--- src/rtl/button_pkg.sv ---
// Shared types and default parameter values for the button debouncer.
package button_pkg;

  typedef enum logic [1:0] {
    RELEASED  = 2'd0,
    ARMING    = 2'd1,
    PRESSED   = 2'd2,
    DISARMING = 2'd3
  } state_t;

  localparam int DEFAULT_DEBOUNCE_CYCLES = 4;
  localparam int DEFAULT_LONG_CYCLES     = 64;
  localparam int DEFAULT_ACTIVE_LOW      = 0;

endpackage

--- src/rtl/sync_2ff.sv ---
// Two-flop synchronizer for an asynchronous single-bit input.
module sync_2ff #(
  parameter logic RESET_VAL = 1'b0
) (
  input  logic clk,
  input  logic reset,
  input  logic d,
  output logic q
);

  logic meta;

  always_ff @(posedge clk) begin
    if (reset) begin
      meta <= RESET_VAL;
      q    <= RESET_VAL;
    end else begin
      meta <= d;
      q    <= meta;
    end
  end

endmodule

--- src/rtl/button_debounce.sv ---
// Debounces a raw switch input into a clean level plus press, release and
// long-press pulses.
//
// state     | meaning
// RELEASED  | button idle, level = 0
// ARMING    | counting stable active samples toward a press
// PRESSED   | button held, level = 1, long counter running
// DISARMING | counting stable inactive samples toward a release, level = 1
module button_debounce
  import button_pkg::*;
#(
  parameter int DEBOUNCE_CYCLES = DEFAULT_DEBOUNCE_CYCLES,
  parameter int LONG_CYCLES     = DEFAULT_LONG_CYCLES,
  parameter int ACTIVE_LOW      = DEFAULT_ACTIVE_LOW
) (
  input  logic clk,
  input  logic reset,
  input  logic btn_in,
  output logic level,
  output logic press,
  // 'release' is a reserved word, hence the suffix
  output logic release_pulse,
  output logic long_press
);

  localparam int   DW  = $clog2(DEBOUNCE_CYCLES + 1);
  localparam int   LW  = $clog2(LONG_CYCLES + 1);
  localparam logic INV = (ACTIVE_LOW != 0);

  localparam logic [DW-1:0] DEB_LAST  = DW'(DEBOUNCE_CYCLES - 1);
  localparam logic [LW-1:0] LONG_LAST = LW'(LONG_CYCLES - 1);
  localparam logic [LW-1:0] LONG_SAT  = LW'(LONG_CYCLES);

  logic sync_raw;
  logic sync;

  // Synchronizer resets to the inactive raw level so a button held through
  // reset is seen as a fresh edge and fully debounced.
  sync_2ff #(
    .RESET_VAL(INV)
  ) u_sync (
    .clk  (clk),
    .reset(reset),
    .d    (btn_in),
    .q    (sync_raw)
  );

  assign sync = sync_raw ^ INV;

  state_t          state, state_n;
  logic [DW-1:0]   deb_cnt, deb_n;
  logic [LW-1:0]   long_cnt, long_n;
  logic            level_n, press_n, release_n, long_press_n;
  logic            long_adv;

  always_ff @(posedge clk) begin
    if (reset) begin
      state         <= RELEASED;
      deb_cnt       <= '0;
      long_cnt      <= '0;
      level         <= 1'b0;
      press         <= 1'b0;
      release_pulse <= 1'b0;
      long_press    <= 1'b0;
    end else begin
      state         <= state_n;
      deb_cnt       <= deb_n;
      long_cnt      <= long_n;
      level         <= level_n;
      press         <= press_n;
      release_pulse <= release_n;
      long_press    <= long_press_n;
    end
  end

  always_comb begin
    state_n      = state;
    deb_n        = deb_cnt;
    long_n       = long_cnt;
    press_n      = 1'b0;
    release_n    = 1'b0;
    long_press_n = 1'b0;
    long_adv     = 1'b0;

    case (state)
      RELEASED: begin
        if (sync) begin
          state_n = ARMING;
          deb_n   = DW'(1);
        end
      end
      ARMING: begin
        if (!sync) begin
          state_n = RELEASED;
          deb_n   = '0;
        end else if (deb_cnt == DEB_LAST) begin
          state_n = PRESSED;
          deb_n   = '0;
          long_n  = '0;
          press_n = 1'b1;
        end else begin
          deb_n = deb_cnt + DW'(1);
        end
      end
      PRESSED: begin
        if (!sync) begin
          state_n = DISARMING;
          deb_n   = DW'(1);
        end else begin
          long_adv = 1'b1;
        end
      end
      DISARMING: begin
        if (sync) begin
          state_n  = PRESSED;
          deb_n    = '0;
          long_adv = 1'b1;
        end else if (deb_cnt == DEB_LAST) begin
          state_n   = RELEASED;
          deb_n     = '0;
          release_n = 1'b1;
        end else begin
          deb_n = deb_cnt + DW'(1);
        end
      end
      default: begin
        state_n = RELEASED;
        deb_n   = '0;
      end
    endcase

    // Long counter saturates at LONG_CYCLES so the pulse fires exactly once.
    if (long_adv) begin
      if (long_cnt == LONG_LAST) begin
        long_n       = LONG_SAT;
        long_press_n = 1'b1;
      end else if (long_cnt != LONG_SAT) begin
        long_n = long_cnt + LW'(1);
      end
    end

    level_n = (state_n == PRESSED) || (state_n == DISARMING);
  end

endmodule

--- config.mk ---
export PLATFORM = sky130hd
export DESIGN_NAME = button_debounce
export DESIGN_NICKNAME = d
export VERILOG_FILES = /design/src/rtl/button_pkg.sv /design/src/rtl/sync_2ff.sv /design/src/rtl/button_debounce.sv
export SDC_FILE = /design/constraint.sdc
export NUM_CORES = 1
export LEC_CHECK = 0
export ABC_AREA = 1
export CAP_MARGIN = 20
export CORE_MARGIN = 5
export CORE_UTILIZATION = 50
export DETAILED_ROUTE_END_ITERATION = 10
export PLACE_DENSITY = 0.79
export SLEW_MARGIN = 25
export SYNTH_ARGS = -nofsm -noshare
export SYNTH_HDL_FRONTEND = slang
export SYNTH_HIERARCHICAL = 1
export SYNTH_SLANG_ARGS = --single-unit
--- constraint.sdc ---
create_clock -name clk -period 1.45 [get_ports clk]
set_input_delay 0.29 -clock clk [delete_from_list [all_inputs] [get_ports clk]]
set_output_delay 0.29 -clock clk [all_outputs]
set_load 0.03 [all_outputs]
[Yosys cells after proc, flatten, opt, wreduce, memory -nomap -nowiden]
Cells that the tools add are included.
W data, S select, Z words.
Cells by class
  bitwise operators: 4
  add/subtract/negate cells: 2
  mux-type cells: 23
  equal/unequal tests: 10
  reductions and logical operators: 7
Operators by type and width (count)
  $mux W7: 6
  $mux W3: 5
  $mux W2: 6
  $pmux W3 S4: 1
  $eq A2 B2 Y1 const B: 4
  $pmux W2 S4: 1
  $add A7 B1 Y7 const B: 1
  $eq A7 B6 Y1 const B: 1
  $ne A7 B7 Y1 const B: 1
  $reduce_or A3 Y1: 2
  $mux W1: 4
  $not A1 Y1: 4
  $reduce_or A2 Y1: 2
  $add A3 B1 Y3 const B: 1
  $eq A3 B2 Y1 const B: 1
  $eq A2 B1 Y1 const B: 1
  $logic_not A2 Y1: 1
  $ne A2 B1 Y1 const B: 1
  $ne A2 B2 Y1 const B: 1
  $reduce_and A2 Y1: 1
  $logic_or A1 B1 Y1: 1
Storage, ports and cells
  output and inout bits: 4
  register bits after elaboration: 18
  bits of input ports: 3

[Depth between registers and ports, before layout]
  depth in word-level cells: 7
  mapped depth: 10

[Hierarchy]
The synthesis kept the hierarchy.
Modules (own cells, without submodules)
  button_debounce: area each 750.7 um^2, cells an instance 106, times used 1
  sync_2ff: area each 55.1 um^2, cells an instance 6, times used 1

[Worst setup path after synthesis]
OpenSTA, ideal clock, no wires.
  kind: reg2reg
  start point: register level (netlist name)
  end point: register long_cnt[6]
  cell stages (with the launch flop): 8
  required time: 1.336 ns
  path buffers: 0
  path slack: 0.261 ns
  period minus slack after synthesis: 1.189 ns
  library setup time: 0.114 ns
  data arrival time: 1.074 ns
  path through: dfxtp_1 -> inv_1 -> nand2_1 -> nand3_2 -> nand2_1 -> nand2_1 -> nand2_1 -> nand2_1
RTL lines
  end signal: assignment: line button_debounce.sv:68  | long_cnt <= long_n;
  end: declaration: line button_debounce.sv:52  | logic [LW-1:0] long_cnt, long_n;

[Worst setup path after layout]
  start point: register level
  end point: output port level
RTL lines
  start: declaration: line button_debounce.sv:19  | output logic level,
  start signal: assignment: line button_debounce.sv:69  | level <= level_n;
No word-level cell between the ends.

==> metrics.md <==
| Metric | Value |
|---|---|
| Clock slew at reported path FFs | ~90 ps |
| Vias in the first global route | 644 |
| Post-synth EDFFs | 0 |
| Setup violators final | 0 |
| Yosys warns | 6 |
| Core area | ~1500 µm² |
| Worst setup EP type | output port |
| Slew at the pin closest to its max-slew limit | 312 ps |
| Initial antenna violation count | 0 |
| Max Fclk | between 700 and 800 MHz |
| Starting Density | 0.529 |
| Sequential fraction of the synthesis area | 0.422 |
| Register area | around 340 µm² |
| Worst-path cell chain | dlygate4sd2_1 |
| WP data arrival | ~1000 ps |
| Status | completed |
| Pwr/cell area | roughly 820 nW/µm² |
| Multi-input gate area | slightly above 400 µm² |
| Crit Path Max Fanout | 2 |
| Worst min-delay path startpoint | u_sync/meta |
| Worst hold stages | 2 |
| WP buf/inv | 1 |
| # DRC | 0 |
| Post-CTS setup buffers | 0 |
| Cells after Synth | approximately 110 |
| R2R Path Start | long_cnt[0] |
| R2R depth | 8 |
| Max_cap viols | 0 |
| Largest net degree at the start of global routing | 10 |
| CTS Sinks | 17 |
| Fill cells | about 140 |
| Layout area overhead | 14.4% |
| Met1 usage | 0.173 |
| First-pass GRT wire length | between 2 and 3 mm |
| GR peak layer | met2 |
| RSZ-0062 raised after global routing | no |
| Worst Hold Endpoint | u_sync/q |
| Row count | 14 |
| Slew margin rel. | 0.793 |
| Fin crit share | 0.907 |
| WL/cell | around 11 µm |
| Combinational share of power | 0.040 |
| Via count | 738 |
| Maximum vdd drop | approximately 0.63 mV |
| Initial DRC count | 15 |
| Syn nets | between 100 and 150 |
| Global routing usage on met3 | 0.0355 |
| TritonRoute pass-1 iters | 5 |
| Htree depth | 1 |
| Pwr Total | roughly 0.76 mW |
| Hold crit path type | flop to flop |
| Hold_buf cts | 0 |
| Ys async rst share | 0 |
| Netlist Area Pre-Place | 806 µm² |
| Die W | about 50 µm |
| Placed wire-length estimate | approximately 1.2 mm |
| R2r setup slk | roughly 160 ps |
| Met2 usage | 0.207 |
| Sum Neg Setup Slack | 0 ps |
| Hold Vio Cnt, Final | 0 |
| Synth Area per Inst | between 7 and 8 µm² |
| Int Pwr | 0.591 mW |
| Maximum clock insertion buffer count | 2 |
| Top Family by Delay on Critical Path | buffers and inverters |
| Crit path largest cell delay | ~400 ps |
| Critical path class | flop to output port |
| Clk pwr share | 0.331 |
| CTS tree | built |
| Yosys reg bits | 17 |
| Final antenna-violating net count | 0 |
| Clock root cell | clkbuf_4 |
| Via density | between 5 and 6 |
| Main synth FF type | dfxtp_1 |
| Die Area | 2510 µm² |
| Reg-to-reg endpoint | long_cnt[0] |
| Switching share of power | 0.218 |
| Port bufs | 6 |
| Slew Viols, Final | 0 |
| CP startpoint kind | flop |
| Sw Pwr | between 0.15 and 0.2 mW |
| Final nets | approximately 130 |
| Final wirelength | between 1.5 and 2 mm |
| Clock skew | 1.28 ps |
| CP required | around 1200 ps |
| Share of cells above drive strength 1 | 0.113 |
| Worst-Skew Late Latency | 280 ps |
| Ports | 7 |
| GR Util All Layers | 0.134 |
| Sequential power share | 0.630 |
| Num CTS Buffers | 3 |
| Gpl congestion | ~0.94 |
| P_leak | around 0.38 nW |
| Grt ovf | 0 |
| Die Ht | 50.1 µm |
| Synth cell types | 18 |
| Slowest CP cell | dlygate4sd2_1 |
| Antenna Cells | 0 |
| Fin crit period | 1320 ps |
area by class of cell:
type                            count  area share
Multi-Input combinational cell     80       0.438
Sequential cell                    17       0.369
Inverter                           15      0.0665
Timing Repair Buffer                8      0.0760
Tap cell                           16      0.0217
Clock buffer                        4      0.0285
per-layer routing:
layer / wire, µm / part of all wire / vias to the layer above
met3: 105 / 0.068 / 6
met2: 721 / 0.47 / 23
met4: 29 / 0.019 / 0
li1: - / - / 387
met5: 0 / 0 / -
met1: 692 / 0.45 / 322
layout by cell type, fill, tap and decap left out:
| master | count |
|---|---|
| clkbuf_4 | 3 |
| nand4_1 | 1 |
| nand3_2 | 2 |
| inv_2 | 2 |
| buf_4 | 2 |
| a211oi_2 | 1 |
| o211ai_1 | 1 |
| inv_1 | 12 |
| dfxtp_1 | 17 |
| clkdlybuf4s50_1 | 2 |
| ha_1 | 3 |
| nand2_1 | 21 |
| nor4_1 | 1 |
| clkinv_4 | 1 |
| nand3_1 | 14 |
| a21oi_1 | 8 |
| nand2_2 | 2 |
| o21ai_0 | 3 |
| dlygate4sd2_1 | 4 |
| clkbuf_1 | 1 |
| nor2_1 | 21 |
| nor2_4 | 1 |
| nand3b_1 | 1 |
cell usage after synthesis (all sizes together) (3+ instances only):
| cell type | instances | area, µm² |
|---|---|---|
| nor2 | 22 | 90.1 |
| dfxtp | 17 | 340 |
| inv | 14 | 52.6 |
| nand3 | 16 | 90.1 |
| a21oi | 8 | 40.0 |
| nand2 | 23 | 91.3 |
| o21ai | 3 | 15.0 |
| ha | 3 | 37.5 |
what timing repair did:
action                                  4_1_cts  5_1_grt
gates resized for setup                       4        0
hold endpoints to repair                      0        0
endpoints found under the setup margin        4        0
worst max-delay path by stage:
stage / start / cells after the start / endpoint / slack, ps
final: level / 1 / level / 130
after global placement: reset / 4 / deb_cnt[0] / 180
after floorplan: level / 7 / long_cnt[6] / 260
after detailed placement: reset / 4 / deb_cnt[0] / 140
after global routing: long_cnt[0] / 10 / long_cnt[6] / 70
after CTS: level / 1 / level / 120
power groups by stage:
stage	registers (mW)	clock network [mW]	logic (mW)
2_1_floorplan	0.486	0	0.0158
3_3_place_gp	0.487	0	0.0292
3_5_place_dp	0.487	0	0.0299
4_1_cts	0.476	0.258	0.0299
5_1_grt	0.477	0.278	0.0340
6_report	0.476	0.250	0.0299
metrics by stage:
| step | util | instances | worst slack [ps] | hold slack [ps] | instance area, µm² |
|---|---|---|---|---|---|
| 4_1_cts | 0.605 | 140 | 123 | 413 | 922 |
| 2_1_floorplan | - | 112 | 261 | 359 | 806 |
| 3_3_place_gp | 0.591 | 136 | 182 | 394 | 901 |
| 6_report | 0.605 | 140 | 134 | 410 | 922 |
| 5_1_grt | 0.605 | 140 | 66.8 | 439 | 922 |
| 3_5_place_dp | 0.591 | 136 | 138 | 399 | 901 |
flip-flops by register name (all words and copies together) (netlist names):
register and count:
long_cnt 7, u_sync/q 1, press 1, release_pulse 1, u_sync/meta 1, state 1
level 1, deb_cnt 3, long_press 1
cells by family (layout without fill, tap and decap cells):
kind of cell	count (synthesis)	count (layout)	synth area share
compound gates	13	13	0.0932
fa+ha+maj	3	3	0.0466
simple gates	64	64	0.362
flops	17	17	0.422
buf+inv	15	27	0.0761
tightest hold or removal path, cell delays in order (launching register included):
cell and delay (ps):
dfxtp_1 310, inv_1 40, nor2_1 30
(Power assumes the default switching activity.)
